==> config.mk <==
export PLATFORM = sky130hd
export DESIGN_NAME = addsub_result_stage_flat
export DESIGN_NICKNAME = d
export VERILOG_FILES = /design/src/rtl/addsub_result_if.sv /design/src/rtl/addsub_result_stage.sv /design/src/flat_wrapper.sv
export SDC_FILE = /design/constraint.sdc
export NUM_CORES = 1
export LEC_CHECK = 0
export BUFFER_PORTS_ARGS = -buffer_cell sky130_fd_sc_hd__buf_2
export CORE_ASPECT_RATIO = 0.5
export CORE_UTILIZATION = 40
export DETAILED_ROUTE_END_ITERATION = 16
export HOLD_SLACK_MARGIN = 0.05
export PLACE_DENSITY = 0.67
export SETUP_SLACK_MARGIN = 0.2
export SLEW_MARGIN = 5
export SYNTH_ARGS = -nofsm -noshare
export SYNTH_HDL_FRONTEND = slang
export SYNTH_SLANG_ARGS = --single-unit
export TNS_END_PERCENT = 1
==> constraint.sdc <==
create_clock -name CLK -period 1.75 [get_ports CLK]
set_clock_uncertainty 0.05 [all_clocks]
set_input_delay 0.2625 -clock CLK [delete_from_list [all_inputs] [get_ports CLK]]
set_output_delay 0.2625 -clock CLK [all_outputs]
set_load 0.05 [all_outputs]
==> src/rtl/addsub_result_if.sv <==
// Handshake and data bundle between the adder/subtractor, the result stage
// and its downstream consumer.
interface addsub_result_if #(
    parameter int DATA_WIDTH = 16
);
    logic                  IN_VALID;
    logic                  IN_READY;
    logic [DATA_WIDTH-1:0] S;
    logic                  CF;
    logic                  OF;
    logic                  SUB;
    logic                  OUT_VALID;
    logic                  OUT_READY;
    logic [DATA_WIDTH-1:0] RESULT;
    logic [3:0]            FLAGS;

    modport slave (
        input  IN_VALID, S, CF, OF, SUB, OUT_READY,
        output IN_READY, OUT_VALID, RESULT, FLAGS
    );

    modport master (
        output IN_VALID, S, CF, OF, SUB, OUT_READY,
        input  IN_READY, OUT_VALID, RESULT, FLAGS
    );
endinterface

==> src/rtl/addsub_result_stage.sv <==
// Registered result stage behind the adder/subtractor: derives NZCV-style
// flags, buffers two entries for full throughput, counts overflows.
module addsub_result_stage #(
    parameter int DATA_WIDTH     = 16,
    parameter int OVERFLOW_LOGIC = 1,
    parameter int COUNT_WIDTH    = 8
) (
    input  logic                   CLK,
    input  logic                   RST_N,
    addsub_result_if.slave         bus,
    input  logic                   CLR_COUNT,
    output logic [COUNT_WIDTH-1:0] OF_COUNT
);
    typedef enum logic [1:0] {
        ST_EMPTY,
        ST_ONE,
        ST_TWO
    } state_e;

    state_e                 state_q, state_d;
    logic                   in_ready_q, in_ready_d;
    logic [DATA_WIDTH-1:0]  main_res_q, main_res_d;
    logic [DATA_WIDTH-1:0]  skid_res_q, skid_res_d;
    logic [3:0]             main_flg_q, main_flg_d;
    logic [3:0]             skid_flg_q, skid_flg_d;
    logic [COUNT_WIDTH-1:0] cnt_q, cnt_d;

    logic                   accept;
    logic                   emit;
    logic [3:0]             new_flg;
    logic [COUNT_WIDTH-1:0] cnt_max;

    assign cnt_max = '1;

    always_comb begin
        accept  = bus.IN_VALID & in_ready_q;
        emit    = (state_q != ST_EMPTY) & bus.OUT_READY;
        // Carry is inverted on subtract so CF reads as borrow.
        new_flg = {bus.S[DATA_WIDTH-1],
                   (bus.S == '0),
                   bus.CF ^ bus.SUB,
                   bus.OF & (OVERFLOW_LOGIC != 0)};

        state_d    = state_q;
        main_res_d = main_res_q;
        main_flg_d = main_flg_q;
        skid_res_d = skid_res_q;
        skid_flg_d = skid_flg_q;

        unique case (state_q)
            ST_EMPTY: begin
                if (accept) begin
                    state_d    = ST_ONE;
                    main_res_d = bus.S;
                    main_flg_d = new_flg;
                end
            end
            ST_ONE: begin
                if (accept && emit) begin
                    main_res_d = bus.S;
                    main_flg_d = new_flg;
                end else if (accept) begin
                    state_d    = ST_TWO;
                    skid_res_d = bus.S;
                    skid_flg_d = new_flg;
                end else if (emit) begin
                    state_d = ST_EMPTY;
                end
            end
            ST_TWO: begin
                if (emit) begin
                    state_d    = ST_ONE;
                    main_res_d = skid_res_q;
                    main_flg_d = skid_flg_q;
                end
            end
            default: state_d = ST_EMPTY;
        endcase

        in_ready_d = (state_d != ST_TWO);

        cnt_d = cnt_q;
        if (CLR_COUNT) begin
            cnt_d = '0;
        end else if (accept && new_flg[0] && (cnt_q != cnt_max)) begin
            cnt_d = cnt_q + 1'b1;
        end
    end

    always_ff @(posedge CLK or negedge RST_N) begin
        if (!RST_N) begin
            state_q    <= ST_EMPTY;
            in_ready_q <= 1'b0;
            main_res_q <= '0;
            main_flg_q <= '0;
            skid_res_q <= '0;
            skid_flg_q <= '0;
            cnt_q      <= '0;
        end else begin
            state_q    <= state_d;
            in_ready_q <= in_ready_d;
            main_res_q <= main_res_d;
            main_flg_q <= main_flg_d;
            skid_res_q <= skid_res_d;
            skid_flg_q <= skid_flg_d;
            cnt_q      <= cnt_d;
        end
    end

    assign bus.IN_READY  = in_ready_q;
    assign bus.OUT_VALID = (state_q != ST_EMPTY);
    assign bus.RESULT    = main_res_q;
    assign bus.FLAGS     = main_flg_q;
    assign OF_COUNT      = cnt_q;
endmodule

==> src/flat_wrapper.sv <==
// flat-port wrapper written by rule: the top's interface ports become plain ports
module addsub_result_stage_flat 
#(
    parameter int DATA_WIDTH     = 16,
    parameter int OVERFLOW_LOGIC = 1,
    parameter int COUNT_WIDTH    = 8
)
  (CLK, RST_N, CLR_COUNT, OF_COUNT, bus_IN_VALID, bus_S, bus_CF, bus_OF, bus_SUB, bus_OUT_READY, bus_IN_READY, bus_OUT_VALID, bus_RESULT, bus_FLAGS);
  addsub_result_if #(.DATA_WIDTH(DATA_WIDTH)) bus_i ();
  input  logic CLK;
  input  logic RST_N;
  input  logic CLR_COUNT;
  output logic [COUNT_WIDTH-1:0] OF_COUNT;
  input wire logic [$bits(bus_i.IN_VALID)-1:0] bus_IN_VALID;
  input wire logic [$bits(bus_i.S)-1:0] bus_S;
  input wire logic [$bits(bus_i.CF)-1:0] bus_CF;
  input wire logic [$bits(bus_i.OF)-1:0] bus_OF;
  input wire logic [$bits(bus_i.SUB)-1:0] bus_SUB;
  input wire logic [$bits(bus_i.OUT_READY)-1:0] bus_OUT_READY;
  output wire logic [$bits(bus_i.IN_READY)-1:0] bus_IN_READY;
  output wire logic [$bits(bus_i.OUT_VALID)-1:0] bus_OUT_VALID;
  output wire logic [$bits(bus_i.RESULT)-1:0] bus_RESULT;
  output wire logic [$bits(bus_i.FLAGS)-1:0] bus_FLAGS;
  assign bus_i.IN_VALID = bus_IN_VALID;
  assign bus_i.S = bus_S;
  assign bus_i.CF = bus_CF;
  assign bus_i.OF = bus_OF;
  assign bus_i.SUB = bus_SUB;
  assign bus_i.OUT_READY = bus_OUT_READY;
  assign bus_IN_READY = bus_i.IN_READY;
  assign bus_OUT_VALID = bus_i.OUT_VALID;
  assign bus_RESULT = bus_i.RESULT;
  assign bus_FLAGS = bus_i.FLAGS;
  addsub_result_stage #(.DATA_WIDTH(DATA_WIDTH), .OVERFLOW_LOGIC(OVERFLOW_LOGIC), .COUNT_WIDTH(COUNT_WIDTH)) u_core (.CLK(CLK), .RST_N(RST_N), .bus(bus_i), .CLR_COUNT(CLR_COUNT), .OF_COUNT(OF_COUNT));
endmodule
=== Word-level counts from Yosys, hierarchy flattened ===
Index checks and enable logic that the tools add are counted.

* Add/subtract/negate cells: 1
* Eq/ne operators: 7
* Muxes and demuxes: 16
* Bitwise gates (word level): 4
* Reductions and logical operators: 10

{| class="wikitable"
|+ Operator list
! cell !! number
|-
| $mux W16 || 3
|-
| $pmux W16 S3 || 1
|-
| $logic_not A16 Y1 || 1
|-
| $mux W8 || 2
|-
| $mux W4 || 3
|-
| $pmux W4 S3 || 1
|-
| $mux W2 || 5
|-
| $add A8 B1 Y8 const B || 1
|-
| $ne A8 B8 Y1 const B || 1
|-
| $ne A2 B1 Y1 const B || 3
|-
| $pmux W2 S3 || 1
|-
| $reduce_and A4 Y1 || 1
|-
| $reduce_bool A2 Y1 || 2
|-
| $logic_and A1 B1 Y1 || 3
|-
| $reduce_and A3 Y1 || 1
|-
| $reduce_bool A3 Y1 || 1
|-
| $and A1 B1 Y1 || 2
|-
| $eq A2 B1 Y1 const B || 1
|-
| $eq A2 B2 Y1 const B || 1
|-
| $logic_not A2 Y1 || 1
|-
| $ne A2 B2 Y1 const B || 1
|-
| $not A1 Y1 || 1
|-
| $xor A1 B1 Y1 || 1
|}

* Register bits after elaboration: 51
* Input port bits: 24
* Output and inout bits: 30
* Word-level logic and storage cells: 45

=== Longest topological paths before layout ===
* Depth after elaboration: 7
* Mapped depth: 6
* Mapped depth without buffers: 5

=== Worst setup path before layout ===
OpenSTA, ideal clock, no wires.

* Path type: reg-to-reg
* From: reg u_core.cnt_q[0] (netlist: u_core.OF_COUNT[0])
* To: reg u_core.cnt_q[1] (netlist: u_core.OF_COUNT[1])
* Library setup time: 0.128 ns
* Arrival: 1.618 ns
* Required time: 1.572 ns
* Slack: -0.046 ns
* Stages on the path, launching flop included: 6
* Path buffers: 0
* Clock period less this slack: 1.796 ns
* Cell sequence: dfrtp_1 -> ha_1 -> nand3_1 -> o21ai_1 -> mux2i_1 -> nor2_1

* Cells in the longest elaborated chain, start to end: 3
* Elaborated cells on any way between the ends: 6
* Those cells by class: 1 x add/sub; 1 x eq/ne; 2 x mux; 2 x reduce/logical

{| class="wikitable"
|+ RTL lines
! element !! line !! source
|-
| start, declared || addsub_result_stage.sv:26 || <nowiki>logic [COUNT_WIDTH-1:0] cnt_q, cnt_d;</nowiki>
|-
| start signal, assigned || addsub_result_stage.sv:106 || <nowiki>cnt_q <= cnt_d;</nowiki>
|-
| $add A8 B1 Y8 / $ne A8 B8 Y1 (equally long branches) || addsub_result_stage.sv:86, addsub_result_stage.sv:85 ||
|-
| $mux W8 / $logic_and A1 B1 Y1 (equally long branches) || addsub_result_stage.sv:85 || <nowiki>end else if (accept && new_flg[0] && (cnt_q != cnt_max)) begin</nowiki>
|-
| $mux W8 / $reduce_bool A2 Y1 (equally long branches) || n/a ||
|}

Parallel ways exist; a longest one is shown, timed or not. The select of a mux whose other input is x is not followed.
A chain may end at the register's enable or synchronous reset.

=== Worst setup path after layout ===
* From: reg u_core.state_q[1]
* To: out bus_OUT_VALID

* Cells in the longest elaborated chain, start to end: 1

{| class="wikitable"
|+ RTL lines
! element !! line !! source
|-
| start, declared || addsub_result_stage.sv:20 || <nowiki>state_e state_q, state_d;</nowiki>
|-
| start signal, assigned || addsub_result_stage.sv:100 || <nowiki>state_q <= state_d;</nowiki>
|-
| $reduce_bool A2 Y1 || addsub_result_stage.sv:111 || <nowiki>assign bus.OUT_VALID = (state_q != ST_EMPTY);</nowiki>
|-
| end, declared || flat_wrapper.sv:21 || <nowiki>output wire logic [$bits(bus_i.OUT_VALID)-1:0] bus_OUT_VALID;</nowiki>
|}

No other way between the ends.

==> flow_summary.toml <==
[clock_tree]
root_buffer = "clkbuf_8"
clock_sinks = 49
cts-buffers-inserted = 5
cts_buffer_depth = 2
clk_latency_ns = 0.30
cts.clk_slew.worst_paths_ns = 0.09
cts_tree = "built"
cts-htree-levels = 2

[floorplanning]
placementRows = 18
io_pins = 54
initial_core_util = 0.433
die_w_um = 107
die_area_um2 = 5880
core_um2 = 5130
die_y_um = 54.7

[synthesis]
synth_top_area_frac = 0.551
synth.most_common_cell = "dfrtp_1"
ys_async_sr_fraction = 1.00
mappedNetlistNets = 240
synth_area_um2 = 2220
synthTopCellsByArea = "dfrtp_1, mux2_2, nand2_1"
synth_warnings = 0
syn-mean-instance-area_um2 = 10.3
synthFlopType = "dfrtp_1"
netlist_instances = 215
synth_edf_count = 0
synth_top_area_cell = "dfrtp_1"
synth_common_cells = "dfrtp_1, nand2_1, nor2_1"
ys_seq_area_frac = 0.551
synth.distinct_cells = 38
yosys_register_bits = 49

[place]
dp_hpwl_um = 3310
place_ws_ns = 0.186
gp_congestion = 0.860
port_buffers = 53

[min_path]
min_from = "bus_OUT_READY"
worstHoldEndpoint = "u_core.state_q[1]"
hp-class = "in2reg"
hold_depth = 2

[cells_and_area]
fin_nets = 298
area_growth_pct = 23.5
antenna_cells = 0
drive_gt1_frac = 0.359

[setup_path]
r2r_cells = 5
setup.worst_path.class = "reg2out"
cp-end-kind = "primary output"
r2r_end = "u_core.OF_COUNT[4]"
path_max_fanout = 4
cpMaxStageDelayCell = "dfrtp_2"
cp.required_ns = 1.44
reg2reg_slack_ns = 0.24
max_stage_delay_ns = 0.43
path_buf_inv = 1
r2r-start = "u_core.OF_COUNT[0]"
cp-start-kind = "flop"
critical_path.cell_chain = "or2_2 -> buf_4"
arrival_ns = 1.24
critical-path-top-delay-family = "flip-flops"

[detailed_routing]
ant_nets = 0
drc = 0
routedWlPerCell_um = 14.2
vias_per_cell = 5.25
drtIter0Drc = 97
wl_um = 4860
dr.pass1.iters = 6
vias = 1800

[sta]
setup-violations-final = 0
setup_ws_ns = 0.196
grt_setup_unrepaired = "true"
finalCritPeriodShare = 0.888
finalSetupTns_ns = 0
slew_viol_final = 0
relSlewSlack = 0.715
hold_violations = 0
fmax_mhz = 643
tightestPinTransition_ns = 0.423
post-route-min-period_ns = 1.55

[pwr]
pwr-share-clk = 0.170
p_seq_frac = 0.386
power_density_nw_per_um2 = 1730
switchingPower_w = 0.00208
vdd_ir_drop_max_mv = 0.798
swShare = 0.438
p_leak_nw = 1.23
p_comb_frac = 0.444
p_int_w = 0.00267

[global_routing]
gr-usage-all-layers = 0.180
global_route.overflow_total = 0
grt_pass1_wl_um = 7970
grt_pass1_vias = 1668
grt_max_degree = 50
antenna_found_initial = 0

[status]
status = "finished clean"

[job]
cap_violations = 0
[how the worst max path moves through the flow]
stage | startpoint | to | slack, ns | cells after the start
6_report | u_core.state_q[1] | bus_OUT_VALID | 0.20 | 2
4_1_cts | u_core.OF_COUNT[0] | u_core.OF_COUNT[4] | 0.17 | 5
3_3_place_gp | u_core.OF_COUNT[0] | u_core.OF_COUNT[3] | 0.24 | 5
5_1_grt | u_core.OF_COUNT[0] | u_core.OF_COUNT[4] | 0.15 | 5
3_5_place_dp | u_core.state_q[0] | u_core.skid_res_q[1] | 0.19 | 4
2_1_floorplan | u_core.OF_COUNT[2] | u_core.OF_COUNT[1] | 0.11 | 4
[metal layers]
layer	up-vias	track usage	routed length (um)
li1	866	-	-
met1	891	0.233	2240
met2	37	0.305	2340
met3	6	0.0560	228
met4	0	0.0342	49
met5	-	0	0
[worst reg2reg max path, stage by stage (launching register included)]
cell and delay [ns]:
dfrtp_2 0.46, ha_2 0.23, and3_1 0.20, a211oi_2 0.27
xnor2_1 0.16, nor2_1 0.05
[flip-flops by register name (all words and copies together), names as in the netlist]
| name | flops |
|---|---|
| u_core.skid_flg_q | 4 |
| u_core.bus.FLAGS | 3 |
| u_core.bus.RESULT | 16 |
| u_core.state_q | 2 |
| u_core.skid_res_q | 15 |
| u_core.bus.IN_READY | 1 |
| u_core.OF_COUNT | 8 |
[logic make-up (layout without fill, tap and decap cells)]
group	after synthesis	count (layout)	synth area share
simple gates	93	93	0.191
flops	49	49	0.551
compound gates	33	33	0.0956
mux	19	19	0.0950
buf+inv	13	71	0.0343
xor+xnor	7	7	0.0276
fa+ha+maj	1	1	0.00562
[through the flow]
step / area (um^2) / cells / util / hold WS, ns / total power (W)
after floorplan: 2230 / 215 / - / -0.0831 / 0.00343
final: 2750 / 343 / 0.535 / 0.116 / 0.00475
after global placement: 2580 / 332 / 0.502 / 0.217 / 0.00386
after CTS: 2720 / 343 / 0.530 / 0.109 / 0.00477
after detailed placement: 2580 / 332 / 0.502 / 0.226 / 0.00392
after global routing: 2750 / 343 / 0.535 / 0.108 / 0.00502
[final cells by class]
type,count,area (um^2)
tap,70,87.6
timing repair buffer,63,378
sequential,49,1230
clock inverter,2,38.8
inverter,1,3.75
fill,470,2390
multi-input combinational,153,938
clock buffer,5,68.8
[what timing repair did]
| action | CTS | global route |
|---|---|---|
| endpoints found under the hold margin | 49 | 0 |
| pin swaps | 0 | 1 |
| setup endpoints to repair | 20 | 42 |
| setup buffers | 3 | 0 |
| resized for setup | 3 | 6 |
| cloned | 0 | 0 |
| hold buffers | 1 | 0 |
[power groups by stage]
| stage | registers (W) | clock network, W | logic, W |
|---|---|---|---|
| 2_1_floorplan | 0.00261 | 0 | 0.000818 |
| 3_3_place_gp | 0.00184 | 0 | 0.00203 |
| 3_5_place_dp | 0.00187 | 0 | 0.00206 |
| 4_1_cts | 0.00183 | 0.000831 | 0.00211 |
| 5_1_grt | 0.00189 | 0.000886 | 0.00224 |
| 6_report | 0.00183 | 0.000806 | 0.00211 |
[cells in the final DEF, fill, tap and decap left out, drive strengths merged]
master / instances
mux2: 17
or2: 1
clkbuf: 5
nand2: 38
nor2: 29
o22a: 1
xnor2: 4
nand4: 3
and3: 2
dfrtp: 49
o31ai: 1
bufinv: 1
nand3: 6
mux2i: 2
a21oi: 5
buf: 62
nand3b: 2
ha: 1
nor4: 5
a211oi: 2
a21o: 1
nor2b: 3
and4: 1
inv: 2
xor2: 3
nand4b: 1
a31oi: 17
o21ai: 3
o211ai: 3
dlygate4sd3: 1
or4: 1
nand2b: 1
No activity file was read; power rests on OpenSTA's default activity.
